File: src/rtl/seg7_scan_driver.sv
// Time-multiplexed N-digit common-anode 7-segment driver with frame-aligned commit.
// Optional leading-zero blanking when SEG7_LZB_EN is defined.
module seg7_scan_driver #(
    parameter int N_DIGITS    = 8,
    parameter int REFRESH_DIV = 100000
) (
    input  logic                  clk,
    input  logic                  rst_n,
    input  logic [4*N_DIGITS-1:0] data_in,
    input  logic [N_DIGITS-1:0]   dp_in,
    input  logic [N_DIGITS-1:0]   digit_en,
    input  logic                  load,
    output logic [6:0]            seg,
    output logic                  dp,
    output logic [N_DIGITS-1:0]   an,
    output logic                  frame_done
);

    localparam int PW = (REFRESH_DIV > 1) ? $clog2(REFRESH_DIV) : 1;
    localparam int IW = (N_DIGITS > 1) ? $clog2(N_DIGITS) : 1;
    localparam logic [PW-1:0] P_LAST = PW'(REFRESH_DIV - 1);
    localparam logic [IW-1:0] I_LAST = IW'(N_DIGITS - 1);

    logic [PW-1:0]           presc_q, presc_d;
    logic [IW-1:0]           idx_q, idx_d;
    logic [4*N_DIGITS-1:0]   stg_data_q, act_data_q;
    logic [N_DIGITS-1:0]     stg_dp_q, act_dp_q;
    logic [N_DIGITS-1:0]     stg_en_q, act_en_q;
    logic                    pend_q;
    logic [6:0]              seg_q, seg_d;
    logic                    dp_q, dp_d;
    logic [N_DIGITS-1:0]     an_q, an_d;
    logic                    fd_q;

    logic                    tick, bnd;
    logic [N_DIGITS-1:0]     lzb;
    logic [3:0]              nib;
    logic                    dp_sel;
    logic                    vis;

    function automatic logic [6:0] font(input logic [3:0] v);
        logic [6:0] s;
        case (v)
            4'h0: s = 7'h40;
            4'h1: s = 7'h79;
            4'h2: s = 7'h24;
            4'h3: s = 7'h30;
            4'h4: s = 7'h19;
            4'h5: s = 7'h12;
            4'h6: s = 7'h02;
            4'h7: s = 7'h78;
            4'h8: s = 7'h00;
            4'h9: s = 7'h10;
            4'hA: s = 7'h08;
            4'hB: s = 7'h03;
            4'hC: s = 7'h46;
            4'hD: s = 7'h21;
            4'hE: s = 7'h06;
            default: s = 7'h0E;
        endcase
        return s;
    endfunction

    assign tick = (presc_q == P_LAST);
    assign bnd  = tick && (idx_q == I_LAST);

    always_comb begin
        presc_d = tick ? '0 : presc_q + 1'b1;
        idx_d   = idx_q;
        if (tick) idx_d = (idx_q == I_LAST) ? '0 : idx_q + 1'b1;
    end

`ifdef SEG7_LZB_EN
    logic zrun;
    // Walk from the top digit down; a zero run ends at the first non-blank enabled digit.
    always_comb begin
        lzb  = '0;
        zrun = 1'b1;
        for (int i = N_DIGITS - 1; i >= 0; i--) begin
            if (act_en_q[i])
                zrun = zrun & (act_data_q[4*i +: 4] == 4'h0) & ~act_dp_q[i];
            if (i > 0) lzb[i] = zrun;
        end
    end
`else
    assign lzb = '0;
`endif

    always_comb begin
        nib    = 4'h0;
        dp_sel = 1'b0;
        vis    = 1'b0;
        an_d   = '1;
        for (int i = 0; i < N_DIGITS; i++) begin
            if (IW'(i) == idx_q) begin
                nib     = act_data_q[4*i +: 4];
                dp_sel  = act_dp_q[i];
                vis     = act_en_q[i] & ~lzb[i];
                an_d[i] = ~(act_en_q[i] & ~lzb[i]);
            end
        end
        seg_d = vis ? font(nib) : 7'h7F;
        dp_d  = vis ? ~dp_sel : 1'b1;
    end

    always_ff @(posedge clk or negedge rst_n) begin
        if (!rst_n) begin
            presc_q    <= '0;
            idx_q      <= '0;
            stg_data_q <= '0;
            stg_dp_q   <= '0;
            stg_en_q   <= '0;
            act_data_q <= '0;
            act_dp_q   <= '0;
            act_en_q   <= '0;
            pend_q     <= 1'b0;
            seg_q      <= 7'h7F;
            dp_q       <= 1'b1;
            an_q       <= '1;
            fd_q       <= 1'b0;
        end else begin
            presc_q <= presc_d;
            idx_q   <= idx_d;
            seg_q   <= seg_d;
            dp_q    <= dp_d;
            an_q    <= an_d;
            fd_q    <= bnd;
            // Commit uses the pre-edge staging, so a same-cycle load waits a frame.
            if (bnd && pend_q) begin
                act_data_q <= stg_data_q;
                act_dp_q   <= stg_dp_q;
                act_en_q   <= stg_en_q;
            end
            if (load) begin
                stg_data_q <= data_in;
                stg_dp_q   <= dp_in;
                stg_en_q   <= digit_en;
                pend_q     <= 1'b1;
            end else if (bnd) begin
                pend_q     <= 1'b0;
            end
        end
    end

    assign seg        = seg_q;
    assign dp         = dp_q;
    assign an         = an_q;
    assign frame_done = fd_q;

endmodule

File: config.mk
export PLATFORM = sky130hd
export DESIGN_NAME = seg7_scan_driver
export DESIGN_NICKNAME = d
export VERILOG_FILES = /design/src/rtl/seg7_scan_driver.sv
export SDC_FILE = /design/constraint.sdc
export NUM_CORES = 1
export LEC_CHECK = 0
export BUFFER_PORTS_ARGS = -buffer_cell sky130_fd_sc_hd__buf_2
export CAP_MARGIN = 20
export CORE_UTILIZATION = 60
export DETAILED_ROUTE_END_ITERATION = 6
export PLACE_DENSITY = 0.82
export SLEW_MARGIN = 30
export SYNTH_ARGS = -nofsm -noshare
export SYNTH_HDL_FRONTEND = slang
export SYNTH_SLANG_ARGS = --single-unit
File: constraint.sdc
create_clock -name clk -period 7.2 [get_ports clk]
set_input_delay 1.08 -clock clk [delete_from_list [all_inputs] [get_ports clk]]
set_output_delay 1.08 -clock clk [all_outputs]
set_load 0.005 [all_outputs]
==> key figures <==
Synthesis
  – Post-synth top area share: 0.500
  – Asr flop ratio synth: 1.00
  – Unique masters post-synth: 50
  – Post-synthesis xor/xnor area fraction: 0.0208
  – Synth top area cells: dfrtp_1, mux2_2, dfstp_2
  – Simple-Gate Fraction of Synth Area: 0.0759
  – Compound-gate portion of the synthesized area: 0.0668
  – Cells after Synth: 456
  – Leading area contributor after synthesis: dfrtp_1
  – Post-synthesis mux area share: 0.208
  – Largest family of logic cells by synthesized area: multiplexers
  – Mapped Area: 0.00590 sq mm
  – Cell with the most instances after synthesis: dfrtp_1
  – Synth warnings: 0
  – Mean Syn Cell Area: 12.9 sq um
  – Top post-synthesis cells by count: dfrtp_1, mux2_2, nand2_1
  – Mapped Nets: 520
  – Post-synthesis sequential area ratio: 0.572
  – Number of synthesized flops with an enable pin: 0
  – Synthesized flop and latch total: 134
  – Synth Flop Type: dfrtp_1
  – Post-synthesis adder-cell area fraction: 0.0276

Worst hold path
  – Min-Delay Path Depth: 1
  – Worst hold path class: reg -> reg
  – Hold Crit Start: act_en_q[2]
  – WHS Endpoint: an[2]

Finish
  – Finished Layout Cells: between 600 and 700
  – Fraction of layout cells with a size suffix above 1: 0.410
  – NumNets Final: 587
  – Diodes inserted: 0
  – Fin area: 0.00689 sq mm
  – Area grow syn2layout: 16.8%

Floorplan
  – Die W: 101 um
  – Die Y: 101 um
  – Starting Density: 0.630
  – Std-Cell Rows: 35
  – Die area: 0.0102 sq mm
  – Num ports: 68
  – Core ar.: 0.00937 sq mm

Global routing
  – M2 GR Usage: 0.410
  – Met3 usage: 0.0690
  – Largest net degree at the start of global routing: 51
  – Initial antenna violation count: 0
  – Grt total ovfl: 0
  – Total Routing Usage GR: 0.255
  – Vias in the first global route: around 3.9k
  – Met1 Usage GRT: 0.330
  – Global-route wire length before repair: 19.3 mm
  – Global routing's busiest layer: met2

CTS
  – Clock transition at path regs: roughly 0.060 ns
  – Clk_lat worst skew: 0.52 ns
  – CTS Sinks: 134
  – H-tree depth: 4
  – Num CTS Buffers: 17
  – Clock Root Buffer: clkbuf_8
  – Post-cts sizing count: 0
  – CTS tree: done
  – CTS Hold Bufs: 0
  – Buffers inserted by post-CTS timing repair: 0
  – Clk buf depth: 2

Critical path
  – Slowest stage delay, CP: between 0.7 and 0.8 ns
  – WS Path Type: reg -> reg
  – Crit start category: flip-flop
  – Reg-to-Reg End: seg[3]
  – R2r worst-path depth: 13
  – Crit path max-delay family: compound AO/OA/AOI/OAI gates
  – R2r setup slk: 3.72 ns
  – Slowest-stage cell, CP: dfrtp_1
  – Crit path cell chain: inv_2 -> ha_1 -> inv_1 -> o21ai_0 -> a21boi_0 -> a2111oi_0 -> a211o_1 -> inv_1 -> ha_1 -> inv_1 -> mux2i_1 -> mux2_2 -> nand2_1
  – Most used cell, CP: inv_1
  – Worst path bufs/invs: 4
  – Crit end category: flip-flop
  – Worst path required time: between 7 and 8 ns
  – Crit path DAT: ~3.9 ns
  – Crit-path max FO: 20
  – Worst r2r src: idx_q[2]

Drt
  – Via/cell ratio: 5.67
  – Total number of vias: roughly 3.8k
  – Drt wl/cell: 17.3 um
  – First-pass DRT Iterations: 5
  – Post-route ant nets: 0
  – Drt total wl: 11.5 mm
  – # DRC: 0
  – 1st-iter DRT viols: between 200 and 250

Timing
  – WHS: about 0.42 ns
  – Unrepaired setup endpoints after global routing: false
  – Setup TNS: 0 ns
  – Actual slew at the worst max-slew pin: 0.825 ns
  – Slew Limit Fails: 0
  – Peak Freq: 288 MHz
  – Period utilisation layout: 0.483
  – Worst rel slew slack: 0.450
  – Fin. Hold Viols: 0
  – Final number of setup-violating endpoints: 0
  – Clock Skew: 0.0107 ns
  – Post-layout min period: 3.48 ns

Run status
  – Status: completed

Placement
  – Placer congestion estimate: 0.814
  – I/O Buffers: 67
  – Placed Area: about 0.0063 sq mm
  – HPWL after DPL: 7.74 mm
  – Placed Cells: between 600 and 700

Power and ir drop
  – PnR Total Power: 1.68 mW
  – Max IR drop VDD: 0.000207 V
  – Leak: ~3.3 nW
  – Pwr Density: 244 mW/mm^2

Flow run
  – Max-cap violations: 0
==> report_power, final <==
| part | leakage [nW] | total [mW] | switching (mW) | internal, mW |
|---|---|---|---|---|
| Sequential | 1.69 | 0.798 | 0.0172 | 0.781 |
| Combinational | 1.30 | 0.0651 | 0.0296 | 0.0355 |
| Clock | 0.272 | 0.822 | 0.326 | 0.495 |
==> registers in the layout, summed over array words and instances, names as in the netlist, 3 cells and up <==
signal and count:
act_data_q 32, act_dp_q 8, act_en_q 8, an 8, idx_q 3, presc_q 17, seg 7, stg_data_q 32
stg_dp_q 8, stg_en_q 8
==> per-layer routing <==
metal,routed length [um],share of wire,vias to the layer above
met3,541,0.047,21
met4,218,0.019,0
met2,5740,0.50,115
met1,4990,0.43,1882
li1,-,-,1753
met5,0,0,-
==> final cells by class <==
cell class                      count  area (sq um)
Inverter                           16          61.3
Timing Repair Buffer               70           375
Multi-Input combinational cell    284          2350
Clock buffer                       18           418
Clock inverter                     14           150
Fill cell                         626          2480
Tap cell                          129           161
Sequential cell                   134          3370
==> worst max path at each step <==
stage | start | slack, ns | endpoint | depth (start not counted)
finish | idx_q[2] | 3.72 | seg[3] | 13
global route | idx_q[2] | 3.50 | seg[3] | 13
CTS | presc_q[12] | 3.72 | act_dp_q[2] | 9
detailed placement | presc_q[12] | 3.75 | act_dp_q[5] | 9
global placement | presc_q[12] | 3.86 | act_dp_q[6] | 9
floorplan | idx_q[2] | 4.41 | seg[3] | 14
==> logic make-up (layout without fill, tap and decap cells) <==
kind of cell,count (synthesis),count (layout)
flip-flops,134,134
adder cells (fa/ha/maj),13,13
AO/OA/AOI/OAI,61,61
multiplexers,103,103
AND/OR/NAND/NOR,93,93
XOR/XNOR,14,14
buffers and inverters,38,118
==> cell usage in the layout (no fill, tap or decap), drive strengths merged, types with 2 or more instances in the layout <==
master	n
mux2	97
bufinv	2
o22ai	4
a31oi	2
nand4	2
dfstp	16
clkinvlp	3
mux2i	6
nand2	35
a211o	2
ha	13
nor3	2
o221ai	6
nor2	20
nand2b	3
buf	70
xor2	8
xnor2	6
clkinv	6
dfrtp	118
nor2b	3
and2	3
or2	2
o21ai	16
or4b	2
clkbuf	18
a21oi	15
nand3b	4
a21o	5
and3	3
inv	19
nand3	11
==> through the flow <==
step | setup slack (ns) | utilization
6_report | 3.72 | 0.736
3_3_place_gp | 3.86 | 0.673
2_1_floorplan | 4.41 | -
4_1_cts | 3.72 | 0.736
3_5_place_dp | 3.75 | 0.675
5_1_grt | 3.50 | 0.736
Note: power is estimated with default switching activity, not from simulation.
